`src/rtl/qam_pkg.sv`:
```
// Shared types and framing constants for the QAM frame sequencer.
package qam_pkg;

  typedef enum logic [2:0] {
    ST_IDLE,
    ST_PREAMBLE,
    ST_HEADER,
    ST_PAYLOAD,
    ST_TAIL
  } state_e;

  localparam int unsigned LEN_W     = 5;
  localparam int unsigned CNT_W     = 8;
  localparam int unsigned TAIL_BITS = 4;

  localparam logic [2:0] HDR_SYNC      = 3'b101;
  localparam logic [3:0] PREAMBLE_PAIR = {2'b01, 2'b10};

  // Bit of the repeating 0,1,1,0 preamble pattern at position idx.
  function automatic logic preamble_bit(input logic [1:0] idx);
    return PREAMBLE_PAIR[2'd3 - idx];
  endfunction

endpackage

```
`src/rtl/qam_shift8.sv`:
```
// 8-bit parallel-in/serial-out register. A load emits data_i[7] immediately
// and keeps the remaining seven bits; last_bit_c_o flags the eighth bit.
module qam_shift8 (
  input  logic       clk,
  input  logic       reset,
  input  logic       load_i,
  input  logic       shift_i,
  input  logic [7:0] data_i,
  output logic       ser_c_o,
  output logic       last_bit_c_o
);

  logic [7:0] sr_q, sr_d;
  logic [2:0] cnt_q, cnt_d;

  always_comb begin
    sr_d  = sr_q;
    cnt_d = cnt_q;
    if (load_i) begin
      sr_d  = {data_i[6:0], 1'b0};
      cnt_d = 3'd1;
    end else if (shift_i) begin
      sr_d  = {sr_q[6:0], 1'b0};
      cnt_d = cnt_q + 3'd1;
    end
  end

  always_ff @(posedge clk or negedge reset) begin
    if (!reset) begin
      sr_q  <= '0;
      cnt_q <= '0;
    end else begin
      sr_q  <= sr_d;
      cnt_q <= cnt_d;
    end
  end

  assign ser_c_o      = load_i ? data_i[7] : sr_q[7];
  assign last_bit_c_o = shift_i && !load_i && (cnt_q == 3'd7);

endmodule

```
`src/rtl/qam_frame_ctrl.sv`:
```
// Frame sequencer for the 4-point QAM mapper: preamble, header, payload and
// zero tail, one registered bit per clock with symbol phase marking.
module qam_frame_ctrl
  import qam_pkg::*;
#(
  parameter int unsigned PREAMBLE_SYMS = 8,
  parameter int unsigned MAX_LEN       = 16
) (
  input  logic             clk,
  input  logic             reset,
  input  logic             start,
  input  logic [LEN_W-1:0] len,
  input  logic [7:0]       din,
  input  logic             din_valid,
  output logic             din_ready,
  output logic             conv_S,
  output logic             bit_phase,
  output logic             busy,
  output logic             done,
  output logic             reject,
  output logic             underrun
);

  localparam logic [CNT_W-1:0] PRE_LAST  = CNT_W'(2 * PREAMBLE_SYMS - 1);
  localparam logic [CNT_W-1:0] TAIL_LAST = CNT_W'(TAIL_BITS - 1);
  localparam logic [LEN_W-1:0] LEN_MAX   = LEN_W'(MAX_LEN);

  state_e state_q, state_d;

  logic [CNT_W-1:0] cnt_q, cnt_d;
  logic [LEN_W-1:0] len_q, len_d;
  logic [LEN_W-1:0] byte_cnt_q, byte_cnt_d;
  logic conv_s_q, conv_s_d;
  logic bit_phase_q, bit_phase_d;
  logic busy_q, busy_d;
  logic done_q, done_d;
  logic reject_q, reject_d;
  logic din_ready_q, din_ready_d;
  logic underrun_q, underrun_d;

  logic       sh_load, sh_shift, sh_ser, sh_last;
  logic [7:0] sh_data;
  logic       start_seen, len_ok;

  // Starts are only looked at once the previous frame has fully retired.
  assign start_seen = start && (state_q == ST_IDLE) && !busy_q;
  assign len_ok     = (len != '0) && (len <= LEN_MAX);

  qam_shift8 u_shift8 (
    .clk          (clk),
    .reset        (reset),
    .load_i       (sh_load),
    .shift_i      (sh_shift),
    .data_i       (sh_data),
    .ser_c_o      (sh_ser),
    .last_bit_c_o (sh_last)
  );

  always_ff @(posedge clk or negedge reset) begin
    if (!reset) state_q <= ST_IDLE;
    else        state_q <= state_d;
  end

  always_comb begin
    state_d = state_q;
    unique case (state_q)
      ST_IDLE:     if (start_seen && len_ok)     state_d = ST_PREAMBLE;
      ST_PREAMBLE: if (cnt_q == PRE_LAST)        state_d = ST_HEADER;
      ST_HEADER:   if (sh_last)                  state_d = ST_PAYLOAD;
      ST_PAYLOAD:  if (sh_last && byte_cnt_q == len_q) state_d = ST_TAIL;
      ST_TAIL:     if (cnt_q == TAIL_LAST)       state_d = ST_IDLE;
      default:                                   state_d = ST_IDLE;
    endcase
  end

  // State register holds the bit to emit next; outputs register it one edge later.
  always_comb begin
    cnt_d       = cnt_q;
    len_d       = len_q;
    byte_cnt_d  = byte_cnt_q;
    conv_s_d    = 1'b0;
    bit_phase_d = (state_q != ST_IDLE) && busy_q ? ~bit_phase_q : 1'b0;
    busy_d      = (state_q != ST_IDLE);
    done_d      = busy_q && (state_q == ST_IDLE);
    reject_d    = 1'b0;
    din_ready_d = 1'b0;
    underrun_d  = underrun_q;
    sh_load     = 1'b0;
    sh_shift    = 1'b0;
    sh_data     = din_valid ? din : 8'h00;

    unique case (state_q)
      ST_IDLE: begin
        if (start_seen) begin
          if (len_ok) begin
            len_d      = len;
            underrun_d = 1'b0;
            cnt_d      = '0;
            byte_cnt_d = '0;
          end else begin
            reject_d = 1'b1;
          end
        end
      end
      ST_PREAMBLE: begin
        conv_s_d = preamble_bit(cnt_q[1:0]);
        cnt_d    = (cnt_q == PRE_LAST) ? '0 : cnt_q + CNT_W'(1);
      end
      ST_HEADER: begin
        sh_load  = (cnt_q == '0);
        sh_shift = !sh_load;
        sh_data  = {HDR_SYNC, len_q};
        conv_s_d = sh_ser;
        cnt_d    = CNT_W'(1);
        if (sh_last) din_ready_d = 1'b1;
      end
      ST_PAYLOAD: begin
        sh_load  = din_ready_q;
        sh_shift = !din_ready_q;
        conv_s_d = sh_ser;
        if (din_ready_q) begin
          byte_cnt_d = byte_cnt_q + LEN_W'(1);
          if (!din_valid) underrun_d = 1'b1;
        end
        if (sh_last) begin
          if (byte_cnt_q != len_q) din_ready_d = 1'b1;
          else                     cnt_d       = '0;
        end
      end
      ST_TAIL: begin
        cnt_d = cnt_q + CNT_W'(1);
      end
      default: ;
    endcase
  end

  always_ff @(posedge clk or negedge reset) begin
    if (!reset) begin
      cnt_q       <= '0;
      len_q       <= '0;
      byte_cnt_q  <= '0;
      conv_s_q    <= 1'b0;
      bit_phase_q <= 1'b0;
      busy_q      <= 1'b0;
      done_q      <= 1'b0;
      reject_q    <= 1'b0;
      din_ready_q <= 1'b0;
      underrun_q  <= 1'b0;
    end else begin
      cnt_q       <= cnt_d;
      len_q       <= len_d;
      byte_cnt_q  <= byte_cnt_d;
      conv_s_q    <= conv_s_d;
      bit_phase_q <= bit_phase_d;
      busy_q      <= busy_d;
      done_q      <= done_d;
      reject_q    <= reject_d;
      din_ready_q <= din_ready_d;
      underrun_q  <= underrun_d;
    end
  end

  assign conv_S    = conv_s_q;
  assign bit_phase = bit_phase_q;
  assign busy      = busy_q;
  assign done      = done_q;
  assign reject    = reject_q;
  assign din_ready = din_ready_q;
  assign underrun  = underrun_q;

endmodule
```
`config.mk`:
```
export PLATFORM = sky130hd
export DESIGN_NAME = qam_frame_ctrl
export DESIGN_NICKNAME = d
export VERILOG_FILES = /design/src/rtl/qam_pkg.sv /design/src/rtl/qam_shift8.sv /design/src/rtl/qam_frame_ctrl.sv
export SDC_FILE = /design/constraint.sdc
export NUM_CORES = 1
export LEC_CHECK = 0
export ABC_AREA = 1
export CAP_MARGIN = 20
export CORE_MARGIN = 2
export CORE_UTILIZATION = 25
export DETAILED_ROUTE_END_ITERATION = 12
export GPL_ROUTABILITY_DRIVEN = 1
export RECOVER_POWER = 50
export REMOVE_ABC_BUFFERS = 1
export SLEW_MARGIN = 25
export SYNTH_ARGS = -nofsm -noshare
export SYNTH_HDL_FRONTEND = slang
export SYNTH_HIERARCHICAL = 1
export SYNTH_SLANG_ARGS = --single-unit
```
`constraint.sdc`:
```
create_clock -name clk -period 2.9 [get_ports clk]
set_clock_uncertainty 0.1 [all_clocks]
set_input_delay 0.435 -clock clk [delete_from_list [all_inputs] [get_ports clk]]
set_output_delay 0.435 -clock clk [all_outputs]
set_load 0.05 [all_outputs]
```
# After elaboration in Yosys (flattened, before gate mapping)
# Cells that the tools add are included.
# classes
n_reduce_logical,26
n_mux,41
n_bitwise,1
n_addsub,4
n_eq_ne,20
magnitude_cmp,2
# op_table
op,n
$mux W8,9
$pmux W8 S5,1
$mux W3,7
$ne A2 B2 Y1 const B,10
$mux W5,3
$pmux W3 S5,1
$reduce_and A5 Y1,3
$mux W1,13
$pmux W1 S2,5
$pmux W5 S2,1
$reduce_bool A5 Y1,2
$logic_and A1 B1 Y1,9
$add A8 B1 Y8 const B,1
$eq A8 B2 Y1 const B,1
$eq A8 B4 Y1 const B,1
$logic_not A8 Y1,1
$eq A3 B2 Y1 const B,2
$eq A3 B3 Y1 const B,2
$add A5 B1 Y5 const B,1
$eq A5 B5 Y1,1
$le A5 B5 Y1 const B,1
$ne A5 B5 Y1,1
$logic_not A1 Y1,4
$reduce_and A4 Y1,1
other kinds (12),13
# word_totals
ff_bits,39
input_bits,17
elab_cells,107
out_inout_bits,7

# Depth between registers and ports, before layout
# logic_depth
depth_word,8
depth_mapped,16
ltp_nobuf,15

# Hierarchy
# Netlist, hierarchy kept.
# by_module_without_submodules
module,cells_per_inst,area_per_inst_um2,n_inst,seq_area_each_um2
qam_frame_ctrl,234,1776.7,1,700.7
qam_shift8,58,488.0,1,250.2

# Worst setup path before layout
# No wires, ideal clock.
# synth_timing
kind,register -> register
start,register state_q[2]
end,"register, netlist name cnt_q[7]"
stages_incl_launch_ff,14
arrival_ps,2078
required_ps,2676
setup_ps,124
period_less_slack_ps,2302
setup_slack_ps,598
n_path_buf,1
path_cell_list,dfrtp_1 > inv_2 > nand2_2 > nor2_4 > inv_1 > o21ai_0 > buf_4 > nand2_1 > nor2_1 > inv_1 > a21oi_1 > nand3_4 > nand2_1 > nand2_1
# synth_rtl
item,line,rtl
from (decl),qam_frame_ctrl.sv:28,"state_e state_q, state_d;"
from (signal assigned),qam_frame_ctrl.sv:61,else state_q <= state_d;

==> impl_results.md <==
- Top Ports: 24
- Highest metal used: met4
- Worst EP required: 2.98 ns
- Achievable Freq: about 420 MHz
- Clock buffer depth: 2
- Design area: 2710 um2
- Final worst path period need: 2.398 ns
- Post-CTS resize count: 0
- Status: finished with violations
- Maxcap violations: 1
- First-pass GRT wire length: 8.645 mm
- CTS tree: built
- Final worst slack: ~0.5 ns
- Crit-path max FO: 12
- Critical Path Sink Type: flop
- Tcrit/Tclk final: 0.8271
- H-tree depth: 2
- CTS Sinks: 38
- Power Density: roughly 930 nW/um2
- Setup violators final: 0
- Avg Cell Area, Syn: 7.756 um2
- Number of global-route vias before repair: between 1500 and 2000
- Unique masters post-synth: 34
- Vias per cell: 4.340
- Sum of negative setup slack: 0 ns
- Worst Tran Pin Value: 2.095 ns
- Placed Instances: 421
- GRT Overall Usage: 0.1086
- Yosys reg bits: 38
- Largest net degree at the start of global routing: 39
- HP Class: flop to flop
- HPWL Detailed: 3.571 mm
- Area growth syn-to-layout: 19.67%
- Die area: approximately 10000 um2
- Max Slew Vio Count: 39
- Leak pwr: roughly 1.3 nW
- WL met2: 2.112 mm
- Initial Util: 0.2584
- Worst rel slew slack: -0.3969
- Detail Route Antenna Nets: 0
- Setup WS pre-CTS: 0.5220 ns
- Most frequent cells in the layout: nand2_1 (99), dfrtp_1 (38), inv_1 (32)
- Clock Root Buffer: clkbuf_8
- Initial antenna violation count: 0
- Warnings from Yosys: 6
- Layout cells sized above 1: 0.1028
- Die X-Extent: around 99 um
- Number of diodes: 0
- Commonest non-fill, non-tap cell in the layout: nand2_1
- Startpoint types: flop
- Finished Layout Cells: 429
- Final core utilization: 0.3093
- Seq/Total Area, Yosys: 0.4199
- Mapped Cells: 292
- Failing checks: max-capacitance violations, max-slew violations
- Post-DP Area: approximately 2600 um2
- RSZ-0062 raised after global routing: false
- Via count: 1862
- WS Path Type: flop to flop
- Std cell rows: 34
- Grt total ovfl: 0
- Drt pass-1 iters: 4
- Mapped cell area: 2265 um2
- WHS: 0.3401 ns
- Setup bufs post-CTS: 0
- # nets final: 342
- Hold Buf Count CTS: 0
- Die Ht: 99.18 um
- Critical path arrival: 2.48 ns
- Total wire length: 4.788 mm
- Met3 wire length: 177 um
- DRC viols: 0
- # port buffers: 23
- Met1 wire length: ~2.4 mm
- Maximum VDD drop: about 430 uV
- CORE AREA: 8763 um2
- Worst-Skew Late Latency: 0.29 ns
- Final hold viol count: 0
- GP Congestion: between 0.8 and 0.9
- WL/cell: 11.16 um
- Final Power: 2.529 mW
- Worst-path clk slew: 0.08 ns
- Total CTS buffers: 5
- Initial DRC Count: 131
layer usage:
layer  track usage  vias to the layer above
met5             0                        -
met4       0.03161                        0
li1              -                      982
met1        0.1487                      851
met2        0.1658                       24
met3       0.03373                        5
cell usage after synthesis (all sizes together):
cell type  number  area share
or2             2      0.0055
nor3            2      0.0094
xor2            5       0.019
dfrtp          38        0.42
xnor2           1      0.0039
nand4           4       0.011
a32o            1      0.0044
o22ai           1      0.0028
nand2         107        0.21
a21oi           5       0.011
nor2           32       0.071
ha              5       0.028
o21bai          2      0.0066
o211ai          2      0.0066
mux2i           1      0.0099
nand3          32       0.078
inv            34       0.059
buf             4       0.012
o21ai          14       0.036
power breakdown:
group,internal (mW),switching (mW)
registers,0.691,0.139
clock network,0.258,0.188
logic,0.428,0.826
total,1.38,1.15
state kept, by name, indices dropped and copies added (netlist names):
register	count
din_ready	1
len_q	5
bit_phase	1
underrun	1
state_q	3
u_shift8/sr_q	7
byte_cnt_q	5
cnt_q	8
u_shift8/cnt_q	3
done	1
reject	1
conv_S	1
busy	1
logic make-up after synthesis:
group | share of synthesized area
fa+ha+maj | 0.02762
compound gates | 0.06740
mux | 0.009944
xor+xnor | 0.02320
simple gates | 0.3812
flops | 0.4199
buf+inv | 0.07072
worst max-delay path, stage by stage (launching register included):
cell	delay, ns
dfrtp_1	0.49
inv_1	0.16
nor2_4	0.07
inv_1	0.24
o21ai_1	0.15
inv_1	0.24
nand2_1	0.12
nor2_1	0.12
inv_1	0.07
a21oi_1	0.23
nand3_4	0.16
nand2_1	0.09
nand2_1	0.05
worst paths after layout:
kind	from	endpoint	slack, ns	cells past startpoint
min in group asynchronous	reset	len_q[4]	0.63	1
max in group asynchronous	reset	len_q[1]	0.86	1
worst min register to register	bit_phase	bit_phase	0.34	1
worst min-delay path	bit_phase	bit_phase	0.34	1
worst max register to register	state_q[1]	cnt_q[7]	0.50	12
worst max-delay path	state_q[1]	cnt_q[7]	0.50	12
area by class of cell:
| type | instances | area (um2) |
|---|---|---|
| sequential | 38 | 950.9 |
| multi-input combinational | 216 | 1146 |
| inverter | 34 | 132.6 |
| fill | 959 | 6053 |
| tap | 108 | 135.1 |
| clock buffer | 7 | 76.32 |
| clock inverter | 1 | 30.03 |
| timing repair buffer | 25 | 239.0 |
No activity file was read; power rests on OpenSTA's default activity.
